### src/rtl/stereo_stream_aligner.sv
// Aligns an early stream A against a late stream B through a small FIFO and emits matched pairs.
// Optional watermark output max_level is enabled by defining ALIGN_WATERMARK_EN.
module stereo_stream_aligner #(
    parameter int N     = 8,
    parameter int DEPTH = 16,
    parameter int LW    = $clog2(DEPTH) + 1
) (
    input  logic          clk,
    input  logic          rst_n,
    input  logic          clr,
    input  logic          a_valid,
    input  logic [N-1:0]  a_data,
    input  logic          b_valid,
    input  logic [N-1:0]  b_data,
    output logic          o_valid,
    output logic [N-1:0]  o_a_data,
    output logic [N-1:0]  o_b_data,
    output logic [LW-1:0] level,
    output logic          overflow,
    output logic          underflow
`ifdef ALIGN_WATERMARK_EN
    ,
    output logic [LW-1:0] max_level
`endif
);

    localparam int AW = $clog2(DEPTH);
    localparam logic [AW:0]   PTR_ONE = (AW+1)'(1);
    localparam logic [LW-1:0] LVL_ONE = LW'(1);

    typedef enum logic {
        ST_RUN = 1'b0,
        ST_ERR = 1'b1
    } state_t;

    state_t        r_state;
    state_t        w_state_next;

    logic [N-1:0]  r_mem [DEPTH];
    logic [AW:0]   r_wr_ptr;
    logic [AW:0]   r_rd_ptr;
    logic [AW:0]   w_wr_ptr_next;
    logic [AW:0]   w_rd_ptr_next;
    logic [LW-1:0] r_level;
    logic [LW-1:0] w_level_next;

    logic          r_o_valid;
    logic [N-1:0]  r_o_a_data;
    logic [N-1:0]  r_o_b_data;
    logic          r_overflow;
    logic          r_underflow;

    logic          w_full;
    logic          w_empty;
    logic          w_push;
    logic          w_pop;
    logic          w_bypass;
    logic          w_underflow_evt;
    logic          w_overflow_evt;

    assign w_empty = (r_wr_ptr == r_rd_ptr);
    assign w_full  = (r_wr_ptr[AW] != r_rd_ptr[AW]) &&
                     (r_wr_ptr[AW-1:0] == r_rd_ptr[AW-1:0]);

    // Event decode; B is resolved first so a same-cycle pop can make room for A.
    always_comb begin
        w_pop           = 1'b0;
        w_bypass        = 1'b0;
        w_push          = 1'b0;
        w_underflow_evt = 1'b0;
        w_overflow_evt  = 1'b0;
        w_state_next    = r_state;
        if (clr) begin
            w_state_next = ST_RUN;
        end else if (r_state == ST_RUN) begin
            if (b_valid) begin
                if (!w_empty) begin
                    w_pop = 1'b1;
                end else if (a_valid) begin
                    w_bypass = 1'b1;
                end else begin
                    w_underflow_evt = 1'b1;
                end
            end
            if (a_valid && !w_bypass) begin
                if (!w_full || w_pop) begin
                    w_push = 1'b1;
                end else begin
                    w_overflow_evt = 1'b1;
                end
            end
            if (w_underflow_evt || w_overflow_evt) begin
                w_state_next = ST_ERR;
            end
        end
    end

    always_comb begin
        w_wr_ptr_next = r_wr_ptr;
        w_rd_ptr_next = r_rd_ptr;
        w_level_next  = r_level;
        if (clr) begin
            w_wr_ptr_next = '0;
            w_rd_ptr_next = '0;
            w_level_next  = '0;
        end else begin
            if (w_push) begin
                w_wr_ptr_next = r_wr_ptr + PTR_ONE;
            end
            if (w_pop) begin
                w_rd_ptr_next = r_rd_ptr + PTR_ONE;
            end
            if (w_push && !w_pop) begin
                w_level_next = r_level + LVL_ONE;
            end else if (w_pop && !w_push) begin
                w_level_next = r_level - LVL_ONE;
            end
        end
    end

    always_ff @(posedge clk or negedge rst_n) begin
        if (!rst_n) begin
            r_state  <= ST_RUN;
            r_wr_ptr <= '0;
            r_rd_ptr <= '0;
            r_level  <= '0;
        end else begin
            r_state  <= w_state_next;
            r_wr_ptr <= w_wr_ptr_next;
            r_rd_ptr <= w_rd_ptr_next;
            r_level  <= w_level_next;
        end
    end

    // Storage array carries no reset so it maps onto block/distributed RAM.
    always_ff @(posedge clk) begin
        if (w_push) begin
            r_mem[r_wr_ptr[AW-1:0]] <= a_data;
        end
    end

    always_ff @(posedge clk or negedge rst_n) begin
        if (!rst_n) begin
            r_o_valid   <= 1'b0;
            r_o_a_data  <= '0;
            r_o_b_data  <= '0;
            r_overflow  <= 1'b0;
            r_underflow <= 1'b0;
        end else if (clr) begin
            r_o_valid   <= 1'b0;
            r_overflow  <= 1'b0;
            r_underflow <= 1'b0;
        end else begin
            r_o_valid <= w_pop || w_bypass;
            if (w_pop) begin
                r_o_a_data <= r_mem[r_rd_ptr[AW-1:0]];
                r_o_b_data <= b_data;
            end else if (w_bypass) begin
                r_o_a_data <= a_data;
                r_o_b_data <= b_data;
            end
            if (w_overflow_evt) begin
                r_overflow <= 1'b1;
            end
            if (w_underflow_evt) begin
                r_underflow <= 1'b1;
            end
        end
    end

`ifdef ALIGN_WATERMARK_EN
    logic [LW-1:0] r_max_level;

    always_ff @(posedge clk or negedge rst_n) begin
        if (!rst_n) begin
            r_max_level <= '0;
        end else if (clr) begin
            r_max_level <= '0;
        end else if (w_level_next > r_max_level) begin
            r_max_level <= w_level_next;
        end
    end

    assign max_level = r_max_level;
`else
    // Without the watermark only the live occupancy is reported.
`endif

    assign o_valid   = r_o_valid;
    assign o_a_data  = r_o_a_data;
    assign o_b_data  = r_o_b_data;
    assign level     = r_level;
    assign overflow  = r_overflow;
    assign underflow = r_underflow;

endmodule

### config.mk
export PLATFORM = sky130hd
export DESIGN_NAME = stereo_stream_aligner
export DESIGN_NICKNAME = d
export VERILOG_FILES = /design/src/rtl/stereo_stream_aligner.sv
export SDC_FILE = /design/constraint.sdc
export NUM_CORES = 1
export LEC_CHECK = 0
export BUFFER_PORTS_ARGS = -buffer_cell sky130_fd_sc_hd__buf_2
export CAP_MARGIN = 40
export CORE_UTILIZATION = 45
export CTS_CLUSTER_SIZE = 8
export DETAILED_ROUTE_END_ITERATION = 12
export SLEW_MARGIN = 25
export SYNTH_ARGS = -nofsm -noshare
export SYNTH_HDL_FRONTEND = slang
export SYNTH_SLANG_ARGS = --single-unit
### constraint.sdc
create_clock -name clk -period 3.8 [get_ports clk]
set_clock_uncertainty 0.05 [all_clocks]
set_input_delay 0.95 -clock clk [delete_from_list [all_inputs] [get_ports clk]]
set_output_delay 0.95 -clock clk [all_outputs]
set_load 0.03 [all_outputs]
After elaboration in Yosys (flattened, before gate mapping)
Memories as Yosys holds them, arrays and structs flattened. Index checks and enable logic that the tools add are counted.

Reduce and logical (&&, ||, !) cells: 18. $add $sub $neg: 4. Bitwise logic cells: 1. Eq/ne operators: 3. Multiplexer cells: 51.

Operators by type and width (number): 1-bit 2-to-1 mux (40); 5-bit 2-to-1 mux (7); 8-bit 2-to-1 mux (4); 5-bit by 1-bit adder with 5-bit output, second input constant (3); 2-bit nonzero test (5); 5-bit == test (1); 5-bit by 1-bit subtractor with 5-bit output, second input constant (1); 4-bit == test (1); 1-bit logical AND (4); 1-bit zero test (4); 1-bit logical OR (3); 3-bit nonzero test (1); 2-bit AND reduction (1); 1-bit != test (1); 1-bit NOT (1).

Input port bits: 21. RAM bits: 128. Output and inout port bits: 24. Flip-flop bits (word level): 35. Word-level logic and storage cells: 87. Memories: 1.

Memories: r_mem (words 16, bits a word 8, rd ports 1, clocked after Yosys merged registers in 0, write ports 1, RTL line 39) `logic [N-1:0] r_mem [DEPTH];`.

Logic depth before layout (Yosys ltp)
Gate-level depths: netlist (run 1).

Depth in word-level cells: 15. Mapped depth: 12. Mapped depth without buffers: 10.

Least setup slack after synthesis (run 1)
OpenSTA, ideal clock, no wires.

Path type: input to register. Start: in a_valid. End: reg r_level[4] (netlist: level[4]). Setup slack: 0.603 ns. Cell stages on the path: 9. Buffers on the path: 0. Arrival: 3.019 ns. Cell sequence: inv_1 a2111oi_1 or2b_1 fa_1 a21o_1 a21o_1 nor2_1 a32o_1 mux2_1.

Cells in the longest elaborated chain, start to end: 13.

Ends and longest elaborated chain: start: declaration (RTL line 11) `input logic a_valid,`; 1-bit 2-to-1 mux (RTL line 79) `end else if (a_valid) begin`; 1-bit 2-to-1 mux (RTL line 77) `if (!w_empty) begin`; 1-bit 2-to-1 mux (RTL line 76) `if (b_valid) begin`; 1-bit 2-to-1 mux (RTL line 75) `end else if (r_state == ST_RUN) begin`; 1-bit 2-to-1 mux (RTL line 73) `if (clr) begin`; 1-bit zero test (RTL line 85) `if (a_valid && !w_bypass) begin`; 1-bit logical AND (*) (RTL line 85); 1-bit 2-to-1 mux (*) (RTL line 85); 1-bit 2-to-1 mux (*) (RTL line 75); 1-bit 2-to-1 mux (*) (RTL line 73); 1-bit logical AND or 1-bit zero test (tied branches) (RTL line 113, 115); 5-bit 2-to-1 mux or 1-bit logical AND (tied branches) (RTL line 113, 115); 5-bit 2-to-1 mux or 3-bit nonzero test (tied branches); end signal: assignment (RTL line 131) `r_level <= w_level_next;`; end: declaration (RTL line 44) `logic [LW-1:0] r_level;`.

Mark *: on every way between the ends. The rest lies on a longest branch, timed or not. The select of a mux whose other input is x is not followed. A chain may end at the register's enable or synchronous reset.

Worst setup path in the final report (run 1)
Start: reg r_wr_ptr[2]. End: reg r_level[4] (netlist: level[4]).

Cells in the longest elaborated chain, start to end: 13.

Ends and longest elaborated chain: start: declaration (RTL line 40) `logic [AW:0] r_wr_ptr;`; start signal: assignment (RTL line 129) `r_wr_ptr <= w_wr_ptr_next;`; 5-bit == test (RTL line 61) `assign w_empty = (r_wr_ptr == r_rd_ptr);`; 1-bit 2-to-1 mux (RTL line 77); 1-bit 2-to-1 mux (RTL line 76); 1-bit 2-to-1 mux (RTL line 75); 1-bit 2-to-1 mux (RTL line 73); 1-bit logical OR or 1-bit zero test (tied branches) (RTL line 86, 85); 1-bit 2-to-1 mux or 1-bit logical AND (tied branches) (RTL line 86, 85); 1-bit 2-to-1 mux (RTL line 85); 1-bit 2-to-1 mux (RTL line 75); 1-bit 2-to-1 mux (RTL line 73); 1-bit logical AND or 1-bit zero test (tied branches) (RTL line 113, 115); 5-bit 2-to-1 mux or 1-bit logical AND (tied branches) (RTL line 113, 115); 5-bit 2-to-1 mux or 3-bit nonzero test (tied branches).

Parallel ways exist; a longest one is shown, timed or not. The select of a mux whose other input is x is not followed.

==> impl_metrics.env, run 1 <==
export IMPL_core_area_um2=14700
export IMPL_synth_nets=415
export IMPL_crit_path_cell_trace="xnor2_1 -> and4_1 -> a2111oi_1 -> or2b_1 -> fa_1 -> a21o_1 -> a21o_1 -> nor2_1 -> a32o_1 -> mux2_1"
export IMPL_grt_pass1_wl_um=20400
export IMPL_min_period_ns=3.32
export IMPL_drive_gt1_share_pct=33.5
export IMPL_num_io_pins=45
export IMPL_dr_pass1_iters=9
export IMPL_crit_path_start="r_wr_ptr[2]"
export IMPL_crit_type="reg -> reg"
export IMPL_grt_start_max_net_pins=36
export IMPL_worstRegToRegCells=10
export IMPL_die_x_um=126
export IMPL_synthCells=384
export IMPL_remaining_drc_errors=3
export IMPL_timing_final_crit_share_pct=87.3
export IMPL_grt_pass1_vias=3588
export IMPL_setup_viol=0
export IMPL_peakVddDrop_v=0.000334
export IMPL_ant_nets=0
export IMPL_slowest_delay_ns=0.48
export IMPL_crit_fanout=11
export IMPL_ctsResizeCount=0
export IMPL_gp_congestion=0.751
export IMPL_clkTransAtPathRegs_ns=0.07
export IMPL_cts_tree="built"
export IMPL_yosys_register_bits=163
export IMPL_cts_made_buffers=17
export IMPL_fin_nets=480
export IMPL_leakagePower_uw=0.00274
export IMPL_powerDensity_nw_per_um2=636
export IMPL_violations="DRC"
export IMPL_hold_buffers=0
export IMPL_drv_slew=0
export IMPL_r2r_setup_slack_ns=0.48
export IMPL_grt_use_total_pct=17.6
export IMPL_clk_latency_ns=0.42
export IMPL_max_freq_ghz=0.302
export IMPL_tns_ns=0
export IMPL_synth_area_um2=6880
export IMPL_reg2reg_from="r_wr_ptr[2]"
export IMPL_via_per_inst=5.54
export IMPL_htree_levels=4
export IMPL_yosysUniqueCellTypes=49
export IMPL_numPortBuffers=44
export IMPL_status="finished, violations left"
export IMPL_ys_warn_count=0
export IMPL_arrival_ns=3.57
export IMPL_synth_async_reset_ratio_pct=21.5
export IMPL_maxCapViolCount=0
export IMPL_post_dp_hpwl_um=8460
export IMPL_grt_ovfl_total=0
export IMPL_ys_flop_type="edfxtp_1"
export IMPL_placed_area_um2=7320
export IMPL_fin_area_um2=7900
export IMPL_fp_row_count=44
export IMPL_die_area_um2=15800
export IMPL_cp_start_kind="register"
export IMPL_cpMaxStageDelayCell="dfrtp_1"
export IMPL_syn2layout_area_growth_pct=15.0
export IMPL_report_final_hold_viol_count=0
export IMPL_avgSynthCellArea_um2=17.9
export IMPL_diodes=0
export IMPL_rsz0062_at_grt="no"
export IMPL_hold_path_class="in -> async"
export IMPL_clk_path_buf_depth=2
export IMPL_endpoint_kind="register"
export IMPL_cp_endpoint="level[4]"
export IMPL_synth_edf_count=128
export IMPL_seq_area_frac_synth_pct=68.6
export IMPL_total_power_uw=5020
export IMPL_start_util_pct=46.8
export IMPL_slew_headroom_pct=48.0
export IMPL_clock_sinks=163
export IMPL_antenna_found_initial=0
export IMPL_die_y_um=126
export IMPL_wl_um=12600
export IMPL_fillCellCount=1172
export IMPL_routedWlPerCell_um=19.5
export IMPL_tightest_slew_ns=0.778
export IMPL_detailedRoute_firstIterationViolations=309
export IMPL_crit_top_cell="a21o_1"
export IMPL_cts_root_buf="clkbuf_16"
export IMPL_post_cts_buffers=0
export IMPL_vias=3579
export IMPL_r2r_end="level[4]"
export IMPL_crit_required_ns=4.05
flip-flops by register name (all words and copies together) (netlist names):
name / count
o_valid: 1
r_state: 1
o_b_data: 8
o_a_data: 8
level: 5
overflow: 1
underflow: 1
r_rd_ptr: 5
r_mem: 128
r_wr_ptr: 5
cells by family (layout without fill, tap and decap cells):
logic type      count (synthesis)  after routing  share of synthesized area, %
fa+ha+maj                      10             10                          1.93
flops                         163            163                          68.6
xor+xnor                       14             14                          2.11
compound gates                 40             40                          3.80
buf+inv                        31            109                          2.78
simple gates                   71             71                          5.10
mux                            55             55                          15.6
routing by layer:
| layer | GRT usage, % | part of all wire (%) | vias up | wire [µm] |
|---|---|---|---|---|
| li1 | - | - | 1635 | - |
| met1 | 25.8 | 49 | 1858 | 6130 |
| met2 | 25.8 | 47 | 70 | 5880 |
| met3 | 4.24 | 3.5 | 16 | 437 |
| met4 | 6.24 | 1.3 | 0 | 160 |
| met5 | 0 | 0 | - | 0 |
layout by cell type, fill, tap and decap left out, types with 3 or more instances in the layout:
cell | synthesis | final
dfrtp_1 | 35 | 34
inv_1 | 4 | 4
clkbuf_16 | 0 | 17
xnor2_1 | 9 | 9
nor3_1 | 6 | 6
nand2b_1 | 6 | 6
clkinv_2 | 0 | 3
edfxtp_1 | 128 | 128
o21ai_0 | 3 | 3
o22ai_1 | 8 | 8
nor2_1 | 29 | 29
nor2b_1 | 8 | 8
clkinv_1 | 8 | 8
inv_6 | 0 | 5
a21oi_1 | 14 | 14
buf_4 | 0 | 20
nand2_1 | 9 | 9
buf_2 | 0 | 44
mux4_2 | 40 | 40
mux2_1 | 4 | 4
nand3_1 | 3 | 3
mux2_2 | 7 | 7
clkinvlp_4 | 0 | 4
ha_1 | 9 | 9
critical path, delay by kind of cell, from the launching register on:
kind                       cells  cell delay [ns]
AOI/OAI and AO/OA              4             0.99
xor gates and xnor gates       1             0.20
adders and majority gates      1             0.42
DFF                            1             0.48
muxes                          1             0.32
and+or+nand+nor                3             0.74
Yosys cell counts (6+ instances only):
master,count,area [µm²]
mux2_2,7,78.8
nand2_1,9,33.8
dfrtp_1,35,876
nor2_1,29,109
mux4_2,40,901
clkinv_1,8,30.0
nor3_1,6,30.0
clkbuf_1,7,26.3
nor2b_1,8,50.1
a21oi_1,14,70.1
buf_6,10,113
ha_1,9,113
o22ai_1,8,50.1
edfxtp_1,128,3840
nand2b_1,6,37.5
xnor2_1,9,78.8
worst min-delay path by stage:
stage / start / endpoint / cells after the start
2_1_floorplan: r_state / r_state / 2
3_3_place_gp: overflow / overflow / 2
3_5_place_dp: overflow / overflow / 2
4_1_cts: overflow / overflow / 2
5_1_grt: rst_n / o_a_data[1] / 1
6_report: rst_n / o_a_data[1] / 1
through the flow:
step	util, %	hold slack (ns)	instances	worst slack (ns)
after global routing	53.8	0.408	646	0.309
after global placement	49.8	0.432	612	0.326
final	53.8	0.395	646	0.484
after detailed placement	49.8	0.440	612	0.274
after CTS	53.5	0.457	644	0.475
after floorplan	-	0.521	384	0.603
layout make-up:
| type | count | area, µm² | share of cell area (%) |
|---|---|---|---|
| timing repair buffer | 65 | 398 | 5.03 |
| inverter | 12 | 45.0 | 0.570 |
| clock inverter | 15 | 120 | 1.52 |
| clock buffer | 17 | 425 | 5.38 |
| sequential | 163 | 4720 | 59.7 |
| tap | 184 | 230 | 2.91 |
| multi-input combinational | 190 | 1960 | 24.9 |
where the power goes:
part	total (µW)	internal [µW]	switching (µW)
Sequential	2150	2070	84.6
Clock	1570	850	720
Combinational	1300	558	744
Power figures use the tool's default switching activity.
==> run 2, diff against run 1 <==
Settings changed: PLACE_DENSITY set to 0.67.
==> impl_metrics.env, run 2 (synthesis gave the netlist of run 1 again) <==
export IMPL_status="finished, violations left"
export IMPL_violations="DRC"
export IMPL_grt_start_max_net_pins=36
export IMPL_crit_path_start="r_wr_ptr[2]"
export IMPL_hold_path_class="in -> async"
export IMPL_vias=3684
export IMPL_syn2layout_area_growth_pct=16.0
export IMPL_crit_type="reg -> reg"
export IMPL_wl_um=14000
export IMPL_grt_pass1_wl_um=21900
export IMPL_dr_pass1_iters=8
export IMPL_grt_use_total_pct=19.4
export IMPL_clock_sinks=163
export IMPL_post_dp_hpwl_um=8800
export IMPL_die_area_um2=15800
export IMPL_crit_required_ns=4.05
export IMPL_grt_ovfl_total=0
export IMPL_leakagePower_uw=0.00279
export IMPL_start_util_pct=46.8
export IMPL_timing_final_crit_share_pct=87.3
export IMPL_drv_slew=0
export IMPL_r2r_setup_slack_ns=0.48
export IMPL_setup_viol=0
export IMPL_reg2reg_from="r_wr_ptr[2]"
export IMPL_arrival_ns=3.57
export IMPL_final_common_cell="edfxtp_1"
export IMPL_slew_headroom_pct=52.2
export IMPL_clk_latency_ns=0.42
export IMPL_clk_path_buf_depth=2
export IMPL_antenna_found_initial=0
export IMPL_min_period_ns=3.32
export IMPL_htree_levels=4
export IMPL_most_common_layout_cells="128 x edfxtp_1, 44 x buf_2, 40 x mux4_2"
export IMPL_diodes=0
export IMPL_die_x_um=126
export IMPL_cts_root_buf="clkbuf_16"
export IMPL_maxCapViolCount=0
export IMPL_cp_start_kind="register"
export IMPL_hold_buffers=0
export IMPL_numPortBuffers=44
export IMPL_crit_fanout=11
export IMPL_fillCellCount=1100
export IMPL_post_cts_buffers=0
export IMPL_placed_area_um2=7400
export IMPL_ant_nets=0
export IMPL_report_final_hold_viol_count=0
export IMPL_endpoint_kind="register"
export IMPL_rsz0062_at_grt="no"
export IMPL_powerDensity_nw_per_um2=637
export IMPL_fin_nets=487
export IMPL_die_y_um=126
export IMPL_remaining_drc_errors=6
export IMPL_core_area_um2=14700
export IMPL_cts_made_buffers=17
export IMPL_tns_ns=0
export IMPL_grt_pass1_vias=3796
export IMPL_via_per_inst=5.64
export IMPL_gp_congestion=0.774
export IMPL_cts_tree="built"
export IMPL_fin_area_um2=7970
export IMPL_detailedRoute_firstIterationViolations=377
export IMPL_largest_reg_flops=128
export IMPL_drive_gt1_share_pct=33.9
export IMPL_cp_endpoint="level[4]"
export IMPL_clkTransAtPathRegs_ns=0.06
export IMPL_worstRegToRegCells=10
export IMPL_routedWlPerCell_um=21.5
export IMPL_max_freq_ghz=0.302
export IMPL_ctsResizeCount=0
export IMPL_worst_hold_slack_ns=0.335
export IMPL_tightest_slew_ns=0.717
export IMPL_r2r_end="level[4]"
export IMPL_peakVddDrop_v=0.000400
export IMPL_num_io_pins=45
export IMPL_fp_row_count=44
==> run 2: changes by cell type in the layout (fill, tap and decap cells not counted), moves of 2 or more <==
cell        change
bufinv_16       +2
buf_4           +6
clkinvlp_4      -2
inv_6           -2
clkinv_1        +2
inv_8           -2
clkinv_2        +2
==> run 2: worst min-delay path by stage <==
stage	startpoint	to	slack, ns
after floorplan	r_state	r_state	0.52
after global placement	o_b_data[1]	o_b_data[1]	0.44
after detailed placement	underflow	underflow	0.44
after CTS	rst_n	r_rd_ptr[1]	0.33
after global routing	rst_n	level[1]	0.33
final	rst_n	r_wr_ptr[1]	0.34
==> run 2: final cells by class <==
cell class	instances	area (µm²)	share of cell area, %
Multi-Input combinational cell	190	1960	24.6
Clock inverter	14	134	1.68
Timing Repair Buffer	72	450	5.65
Clock buffer	18	429	5.38
Sequential cell	163	4720	59.2
Tap cell	184	230	2.89
Inverter	12	45.0	0.565
==> run 2: metrics by stage <==
step / cells / setup WS, ns / utilization, % / total power [µW]
floorplan: 384 / 0.603 / - / 3220
global placement: 619 / 0.330 / 50.2 / 3460
detailed placement: 620 / 0.281 / 50.3 / 3490
CTS: 652 / 0.480 / 54.1 / 5120
global route: 653 / 0.294 / 54.2 / 5310
finish: 653 / 0.484 / 54.2 / 5080
==> run 2: power by group <==
group          leakage [µW]  internal [µW]  switching [µW]
Sequential          0.00159           2070            94.9
Clock              0.000276            961             661
Combinational      0.000925            561             732
==> run 2: critical path: stages (launching register included) <==
cell	delay (ns)
dfrtp_1	0.49
xnor2_1	0.20
and4_1	0.29
a2111oi_1	0.42
or2b_1	0.35
fa_1	0.42
a21o_1	0.19
a21o_1	0.18
nor2_1	0.09
a32o_1	0.18
mux2_1	0.32
==> run 2: layer usage <==
| metal | track usage [%] | wire, µm | vias to the layer above | share of wire (%) |
|---|---|---|---|---|
| met5 | 0 | 0 | - | 0 |
| met4 | 6.10 | 186 | 0 | 1.3 |
| met3 | 4.79 | 1230 | 16 | 8.8 |
| met2 | 31.0 | 6880 | 142 | 49 |
| met1 | 26.3 | 5710 | 1889 | 41 |
| li1 | - | - | 1637 | - |
